--- config.mk ---
export PLATFORM = sky130hd
export DESIGN_NAME = pc_seq_unit
export DESIGN_NICKNAME = d
export VERILOG_FILES = /design/src/rtl/pc_seq_unit_pkg.sv /design/src/rtl/pc_seq_unit_ret_stack.sv /design/src/rtl/pc_seq_unit.sv
export SDC_FILE = /design/constraint.sdc
export NUM_CORES = 1
export LEC_CHECK = 0
export ABC_AREA = 1
export CAP_MARGIN = 30
export CORE_ASPECT_RATIO = 1.4
export CORE_MARGIN = 3
export CORE_UTILIZATION = 55
export CTS_BUF_LIST = sky130_fd_sc_hd__clkbuf_2 sky130_fd_sc_hd__clkbuf_4 sky130_fd_sc_hd__clkbuf_8
export DETAILED_ROUTE_END_ITERATION = 10
export PLACE_DENSITY_LB_ADDON = 0.12
export SLEW_MARGIN = 20
export SYNTH_ARGS = -nofsm -noshare
export SYNTH_HDL_FRONTEND = slang
export SYNTH_SLANG_ARGS = --single-unit
--- constraint.sdc ---
create_clock -name clk -period 2.67 [get_ports clk]
set_clock_uncertainty 0.2 [all_clocks]
set_input_delay 0.4005 -clock clk [delete_from_list [all_inputs] [get_ports clk]]
set_output_delay 0.4005 -clock clk [all_outputs]
set_load 0.01 [all_outputs]
--- src/rtl/pc_seq_unit_pkg.sv ---
// Shared opcodes, sequencer states and per-program start addresses for pc_seq_unit.
package pc_seq_unit_pkg;

  localparam logic [4:0] OP_NOP  = 5'h00;
  localparam logic [4:0] OP_BA   = 5'h01;
  localparam logic [4:0] OP_BL   = 5'h02;
  localparam logic [4:0] OP_BG   = 5'h03;
  localparam logic [4:0] OP_BE   = 5'h04;
  localparam logic [4:0] OP_CALL = 5'h05;
  localparam logic [4:0] OP_RET  = 5'h06;
  localparam logic [4:0] OP_HALT = 5'h07;

  typedef enum logic [1:0] {
    ST_IDLE  = 2'd0,
    ST_RUN   = 2'd1,
    ST_HALT  = 2'd2,
    ST_FAULT = 2'd3
  } pc_state_e;

  localparam int unsigned START_ADDR [0:2] = '{0, 25, 44};

  // Programs beyond the table get evenly spaced entry points.
  function automatic int unsigned start_addr(input int unsigned idx);
    case (idx)
      0:       return START_ADDR[0];
      1:       return START_ADDR[1];
      2:       return START_ADDR[2];
      default: return idx * 16;
    endcase
  endfunction

endpackage

--- src/rtl/pc_seq_unit_ret_stack.sv ---
// Return-address LIFO for CALL/RET; push is ignored when full, pop when empty.
module pc_ret_stack #(
  parameter  int PC_W     = 8,
  parameter  int RS_DEPTH = 4,
  localparam int LVL_W    = $clog2(RS_DEPTH) + 1
) (
  input  logic             clk,
  input  logic             reset,
  input  logic             push,
  input  logic             pop,
  input  logic             flush,
  input  logic [PC_W-1:0]  din,
  output logic [PC_W-1:0]  top,
  output logic             full,
  output logic             empty,
  output logic [LVL_W-1:0] level
);
  localparam int IDX_W = $clog2(RS_DEPTH);

  logic [PC_W-1:0]  mem [RS_DEPTH];
  logic [IDX_W-1:0] wr_idx;
  logic [IDX_W-1:0] top_idx;

  assign wr_idx  = level[IDX_W-1:0];
  assign top_idx = wr_idx - IDX_W'(1);
  assign top     = mem[top_idx];
  assign full    = (level == LVL_W'(RS_DEPTH));
  assign empty   = (level == '0);

  always_ff @(posedge clk or posedge reset) begin
    if (reset)                level <= '0;
    else if (flush)           level <= '0;
    else if (push && !full)   level <= level + LVL_W'(1);
    else if (pop && !empty)   level <= level - LVL_W'(1);
  end

  // Storage needs no reset: entries above level are never read.
  always_ff @(posedge clk) begin
    if (push && !full && !flush) mem[wr_idx] <= din;
  end

endmodule

--- src/rtl/pc_seq_unit.sv ---
// Program sequencer: start-selected programs, relative branches, CALL/RET, HALT, stall.
// Optional br_count output (taken-branch/call/ret counter) under macro PC_BRANCH_COUNT_EN.
module pc_seq_unit
  import pc_seq_unit_pkg::*;
#(
  parameter  int PC_W     = 8,
  parameter  int OFF_W    = 8,
  parameter  int NUM_PROG = 3,
  parameter  int RS_DEPTH = 4,
  localparam int PSEL_W   = (NUM_PROG > 1) ? $clog2(NUM_PROG) : 1,
  localparam int LVL_W    = $clog2(RS_DEPTH) + 1
) (
  input  logic              clk,
  input  logic              reset,
  input  logic              start,
  input  logic [PSEL_W-1:0] prog_sel,
  input  logic              en,
  input  logic [4:0]        op,
  input  logic              z,
  input  logic              lt,
  input  logic [OFF_W-1:0]  boff,
  output logic [PC_W-1:0]   pc,
  output logic              running,
  output logic              halted,
  output logic              fault,
  output logic [LVL_W-1:0]  rs_level
`ifdef PC_BRANCH_COUNT_EN
 ,output logic [15:0]       br_count
`endif
);
  localparam int EXT_W = (PC_W > OFF_W) ? PC_W : OFF_W;

  pc_state_e       state_q, state_d;
  logic [PC_W-1:0] pc_d, pc_inc, target, rs_top;
  logic [EXT_W-1:0] off_wide;
  logic            sel_ok, taken, is_branch;
  logic            push, pop, flush, rs_full, rs_empty;
  logic            cnt_inc, cnt_clr;

  assign off_wide = EXT_W'(signed'(boff));
  assign target   = pc + off_wide[PC_W-1:0];
  assign pc_inc   = pc + PC_W'(1);
  assign sel_ok   = (int'(prog_sel) < NUM_PROG);

  always_comb begin
    taken     = 1'b0;
    is_branch = 1'b1;
    case (op)
      OP_BA:   taken = 1'b1;
      OP_BL:   taken = lt;
      OP_BG:   taken = !lt;
      OP_BE:   taken = z;
      default: is_branch = 1'b0;
    endcase
  end

  always_comb begin
    state_d = state_q;
    pc_d    = pc;
    push    = 1'b0;
    pop     = 1'b0;
    flush   = 1'b0;
    cnt_inc = 1'b0;
    cnt_clr = 1'b0;
    // start overrides any opcode and revives HALT/FAULT.
    if (start) begin
      flush = 1'b1;
      if (sel_ok) begin
        state_d = ST_RUN;
        pc_d    = PC_W'(start_addr(32'(prog_sel)));
        cnt_clr = 1'b1;
      end else begin
        state_d = ST_FAULT;
      end
    end else if (state_q == ST_RUN && en) begin
      if (is_branch) begin
        pc_d    = taken ? target : pc_inc;
        cnt_inc = taken;
      end else begin
        case (op)
          OP_CALL: begin
            if (rs_full) state_d = ST_FAULT;
            else begin
              push    = 1'b1;
              pc_d    = target;
              cnt_inc = 1'b1;
            end
          end
          OP_RET: begin
            if (rs_empty) state_d = ST_FAULT;
            else begin
              pop     = 1'b1;
              pc_d    = rs_top;
              cnt_inc = 1'b1;
            end
          end
          OP_HALT: state_d = ST_HALT;
          default: pc_d = pc_inc;
        endcase
      end
    end
  end

  always_ff @(posedge clk or posedge reset) begin
    if (reset) begin
      state_q <= ST_IDLE;
      pc      <= '0;
      running <= 1'b0;
      halted  <= 1'b0;
      fault   <= 1'b0;
    end else begin
      state_q <= state_d;
      pc      <= pc_d;
      running <= (state_d == ST_RUN);
      halted  <= (state_d == ST_HALT);
      fault   <= (state_d == ST_FAULT);
    end
  end

  pc_ret_stack #(.PC_W(PC_W), .RS_DEPTH(RS_DEPTH)) u_ret_stack (
    .clk   (clk),
    .reset (reset),
    .push  (push),
    .pop   (pop),
    .flush (flush),
    .din   (pc_inc),
    .top   (rs_top),
    .full  (rs_full),
    .empty (rs_empty),
    .level (rs_level)
  );

`ifdef PC_BRANCH_COUNT_EN
  always_ff @(posedge clk or posedge reset) begin
    if (reset)                                 br_count <= '0;
    else if (cnt_clr)                          br_count <= '0;
    else if (cnt_inc && br_count != 16'hFFFF)  br_count <= br_count + 16'd1;
  end
`else
  logic unused_cnt;
  assign unused_cnt = cnt_inc ^ cnt_clr;
`endif

endmodule

Word-level counts from Yosys, hierarchy flattened --
Memory sizes are Yosys's and may differ from the RTL's. Cells that the tools add are included.
Word-level totals: bits in writable memories 32, word-level logic and storage cells 79, flip-flop bits (word level) 16, latch bits 0, ROM bits 0, output and inout port bits 14, bits of input ports 21, memories kept 1
Cells by class: divide/modulo/power cells 0, magnitude comparators 1, reductions and logical operators 14, multipliers 0, $add $sub $neg 5, shift operators 0, mux-type cells 34, bitwise gates (word level) 0, equal/unequal tests 18
Memory list:
- u_ret_stack.mem | depth 4, width 8, rd ports 1, clocked after Yosys merged registers in 0, write ports 1, RTL line pc_seq_unit_ret_stack.sv:20 | logic [PC_W-1:0] mem [RS_DEPTH];
Operator list (number):
- 8-bit 2-to-1 mux | 7
- 8-bit case mux with 3 select lines | 1
- 5-bit by 3-bit equality test with 1-bit output (second input constant) | 4
- 6-bit case mux with 3 select lines | 1
- 1-bit 2-to-1 mux | 14
- 2-bit 2-to-1 mux | 6
- 5-bit by 2-bit equality test with 1-bit output (second input constant) | 2
- 3-bit 2-to-1 mux | 3
- 8-bit by 1-bit adder with 8-bit output (second input constant) | 1
- 8-bit adder | 1
- 4-bit inequality test (second input constant) | 2
- 2-bit by 1-bit equality test with 1-bit output (second input constant) | 3
- 2-bit equality test (second input constant) | 3
- 2-bit case mux with 3 select lines | 1
- 5-bit by 1-bit equality test with 1-bit output (second input constant) | 1
- 5-bit AND reduction | 1
- 1-bit logical AND | 4
- 1-bit zero test | 4
- 1-bit case mux with 4 select lines | 1
- 4-bit OR reduction | 1
- 3-bit by 1-bit adder with 3-bit output (second input constant) | 1
- 3-bit equality test (second input constant) | 1
- 3-bit zero test | 1
- 3-bit inequality test (second input constant) | 1
- other kinds (7) | 7

Longest topological paths before layout --
word-level depth 10, gate-level depth with buffers 15, depth with buffers taken out 12

Modules after synthesis --
Synthesis repeated with hierarchy kept, for this count alone.
Unflattened totals: cell total of the unflattened synthesis 381, area, all modules 3065.4 um^2
Modules (own cells, without submodules):
- pc_seq_unit | area each 1561.5 um^2, seq. area each 325.3 um^2, cells an instance 255, times used 1
- pc_ret_stack | area each 1503.9 um^2, seq. area each 1036.0 um^2, cells an instance 126, times used 1

Worst setup path before layout --
OpenSTA, ideal clock, no wires.
kind register to register, start point reg u_ret_stack.level[0], end point reg u_ret_stack.level[2], stages on the path, launching flop included 14, data arrival time 2165 ps, setup time 138 ps, path buffers 2, required time 2332 ps, period minus slack after synthesis 2504 ps, slack 166 ps, cell sequence dfrtp_1 buf_2 inv_2 buf_2 ha_1 nand2_1 inv_1 nor3_1 nand2_1 inv_1 fa_1 xor2_1 nand3_1 o221ai_1
Between the ends: word-level cells in the longest chain between the ends 9, elaborated cells on any way between the ends 22, those cells by class 2 x add/sub; 1 x eq/ne; 13 x mux; 6 x reduce/logical
RTL lines:
- start: declaration | RTL line pc_seq_unit_ret_stack.sv:16 | output logic [LVL_W-1:0] level
- start signal: assignment | RTL line pc_seq_unit_ret_stack.sv:33 | else if (push && !full) level <= level + LVL_W'(1);
- start signal: assignment | RTL line pc_seq_unit_ret_stack.sv:34 | else if (pop && !empty) level <= level - LVL_W'(1);
- 3-bit equality test | RTL line pc_seq_unit_ret_stack.sv:27 | assign full = (level == LVL_W'(RS_DEPTH));
- 1-bit 2-to-1 mux | RTL line pc_seq_unit.sv:82 | if (rs_full) state_d = ST_FAULT;
- 1-bit 2-to-1 mux | RTL line pc_seq_unit.sv:80 | case (op)
- 1-bit 2-to-1 mux | RTL line pc_seq_unit.sv:76 | if (is_branch) begin
- 1-bit 2-to-1 mux | RTL line pc_seq_unit.sv:75 | end else if (state_q == ST_RUN && en) begin
- 1-bit 2-to-1 mux | RTL line pc_seq_unit.sv:66 | if (start) begin
- 1-bit logical AND | RTL line pc_seq_unit_ret_stack.sv:33
- 3-bit 2-to-1 mux | RTL line pc_seq_unit_ret_stack.sv:33
- 3-bit 2-to-1 mux | RTL line pc_seq_unit_ret_stack.sv:32 | else if (flush) level <= '0;
Parallel ways exist; a longest one is shown, timed or not. The select of a mux whose other input is x is not followed. A chain may end at the register's enable or synchronous reset.

Worst setup path in the final report --
start point reg u_ret_stack.level[1], end point reg u_ret_stack.level[2]
Same word-level chain as after synthesis.

==> results.sh <==
export IMPL_status="complete, no violations"
export IMPL_drt_initial_drc_count=188
export IMPL_detail_route_antenna_nets=0
export IMPL_cts_htree_levels=2
export IMPL_critPathCaptureType="register"
export IMPL_synth_compound_area_frac=0.0516
export IMPL_synth_top_family_by_area="simple AND/OR/NAND/NOR gates"
export IMPL_synth_simple_gate_area_frac=0.347
export IMPL_cts_sinks=48
export IMPL_fin_setup_tns_ns=0
export IMPL_cp_arrival_ns=2.27
export IMPL_avgViaCountPerCell=5.30
export IMPL_holdCritPathClass="input pin to async pin"
export IMPL_grt_remaining_overflow=0
export IMPL_final_nets=471
export IMPL_grt_pass1_wl_mm=11.9
export IMPL_yosysWarnings=0
export IMPL_finalNonFillerCells=500
export IMPL_synth_xor_area_frac=0.0197
export IMPL_synth_distinct_cells=35
export IMPL_placed_area_um2=3600
export IMPL_numCtsBuffers=5
export IMPL_synthesis_area_um2=3110
export IMPL_r2r_setup_slack_ns=0.37
export IMPL_cts_resized_gates=0
export IMPL_path_clk_slew_ns=0.09
export IMPL_wl_per_cell_um=14.3
export IMPL_ys_seq_area_frac=0.438
export IMPL_dieArea_um2=6600
export IMPL_hold_buffers=0
export IMPL_die_y_um=94.9
export IMPL_cts_tree="done"
export IMPL_worst_pin_slew_ns=0.655
export IMPL_vias=2651
export IMPL_dp_hpwl_mm=5.54
export IMPL_leakage_nw=1.71
export IMPL_peakVddDrop_mv=0.323
export IMPL_hold_viol=0
export IMPL_start_util=0.585
export IMPL_syn_area_per_cell_um2=8.09
export IMPL_drt_pre_antenna_iters=4
export IMPL_fin_crit_ns=2.30
export IMPL_drt_total_wl_mm=7.13
export IMPL_synth_area_mux_share=0
export IMPL_portBuffers=34
export IMPL_rsz0062_at_grt="no"
export IMPL_relSlewSlack=0.563
export IMPL_core_area_um2=5310
export IMPL_timing_fmax_mhz=435
export IMPL_finalCritPeriodShare=0.862
export IMPL_worst_setup_path_start_kind="register"
export IMPL_fp_dieW_um=69.5
export IMPL_drv_slew=0
export IMPL_postCtsSetupRepairBufs=0
export IMPL_drive_above_1_share=0.131
export IMPL_clock_latency_ns=0.30
export IMPL_track_usage=0.229
export IMPL_fp_row_count=31
export IMPL_fin_area_um2=3710
export IMPL_dp_cells=492
export IMPL_syn_num_nets=422
export IMPL_diodes=0
export IMPL_grt_pass1_vias=2618
export IMPL_setup_viol=0
export IMPL_ys_ff_latch=48
export IMPL_grt_max_degree=21
export IMPL_critical_path_class="register to register"
export IMPL_cp_max_fo=6
export IMPL_maxCapViolCount=0
export IMPL_boundaryPins=35
export IMPL_required_ns=2.64
export IMPL_p_per_area_nw_per_um2=593
export IMPL_place_congestion=0.927
export IMPL_cts_buffer_depth=2
export IMPL_cts_root_buf="clkbuf_8"
export IMPL_drc_errors=0
export IMPL_area_growth_pct=19.5
export IMPL_synth_fa_ha_area_frac=0.0733
export IMPL_netlist_instances=384
export IMPL_grt_antenna_before_repair=0
## worst max-delay path, cell delays in order, from the launching register on
cell,delay (ns)
dfrtp_1,0.43
inv_1,0.16
ha_1,0.21
nand2_1,0.06
inv_1,0.08
nor3_1,0.06
nand2_1,0.17
inv_1,0.08
fa_1,0.37
xor2_1,0.17
nand3_1,0.09
o221ai_1,0.11
## layout by cell type, fill, tap and decap left out, types with 2 or more instances in the layout
master and count:
a21oi_1 13, clkbuf_8 5, nor3_1 4, xor2_1 6, edfxtp_1 32, nand4_1 4, nor2_4 3, nor2_2 7
nand3_2 2, nand2_2 5, o21ai_0 9, nand2_1 115, inv_1 39, clkdlybuf4s50_1 34, dfrtp_1 16, nand2_4 3
or2_2 3, fa_1 2, nor2_1 27, nand3b_1 3, inv_2 8, buf_4 14, ha_1 15, o22ai_1 2
nand3_1 49
## cell families after synthesis
logic type / count (synthesis)
AO/OA/AOI/OAI: 29
XOR/XNOR: 7
adder cells (fa/ha/maj): 17
buffers and inverters: 54
flip-flops: 48
AND/OR/NAND/NOR: 229
## synthesized netlist by cell type, drive strengths merged
cell,instances,area [um^2]
nand3b,3,22.5
xor2,6,52.6
o21a,1,7.51
o211ai,1,7.51
or2,4,25.0
nand3,52,283
o22ai,2,12.5
nand2,123,497
o21ai,10,50.0
dfrtp,16,400
edfxtp,32,961
and2,1,6.26
nor2,38,199
xnor2,1,8.76
o221ai,1,8.76
buf,6,36.3
nand4,4,25.0
fa,2,40.0
nor3,4,20.0
ha,15,188
a21oi,14,73.8
inv,48,183
## metrics by stage
stage,power (mW),util,worst slack (ns),hold WS (ns)
after floorplan,1.42,-,0.166,0.114
after CTS,2.22,0.699,0.367,0.297
after global routing,2.36,0.699,0.195,0.339
after global placement,1.66,0.677,0.233,0.360
after detailed placement,1.68,0.677,0.123,0.369
final,2.20,0.699,0.369,0.285
## power by group
group / switching, mW / total [mW] / internal [mW]
Clock: 0.252 / 0.535 / 0.282
Combinational: 0.441 / 0.741 / 0.300
Sequential: 0.0608 / 0.926 / 0.865
## worst paths after layout
path | start | end | depth (start not counted)
worst max register to register | u_ret_stack.level[1] | u_ret_stack.level[2] | 11
worst max-delay path | u_ret_stack.level[1] | u_ret_stack.level[2] | 11
min in group clk | state_q[0] | state_q[0] | 2
max in group asynchronous | reset | pc[1] | 2
worst min register to register | state_q[0] | state_q[0] | 2
worst min-delay path | reset | u_ret_stack.level[2] | 2
## cell type report
cell class,count,area [um^2]
clock inverters,3,46.3
fillers,446,1600
repair buffers,48,445
multi-input cells,282,1530
well taps,66,82.6
clock buffers,5,68.8
flip-flops and latches,48,1360
inverters,48,183
## state kept, by name, indices dropped and copies added, names as in the netlist
register / count
fault: 1
halted: 1
pc: 8
running: 1
state_q: 2
u_ret_stack.level: 3
u_ret_stack.mem: 32
## metal layers
layer | GRT usage | up-vias | routed length (um)
met5 | 0 | - | 0
met1 | 0.268 | 1203 | 2880
met4 | 0.106 | 0 | 177
li1 | - | 1357 | -
met3 | 0.0298 | 14 | 307
met2 | 0.415 | 77 | 3760
Note: power is estimated with default switching activity, not from simulation.
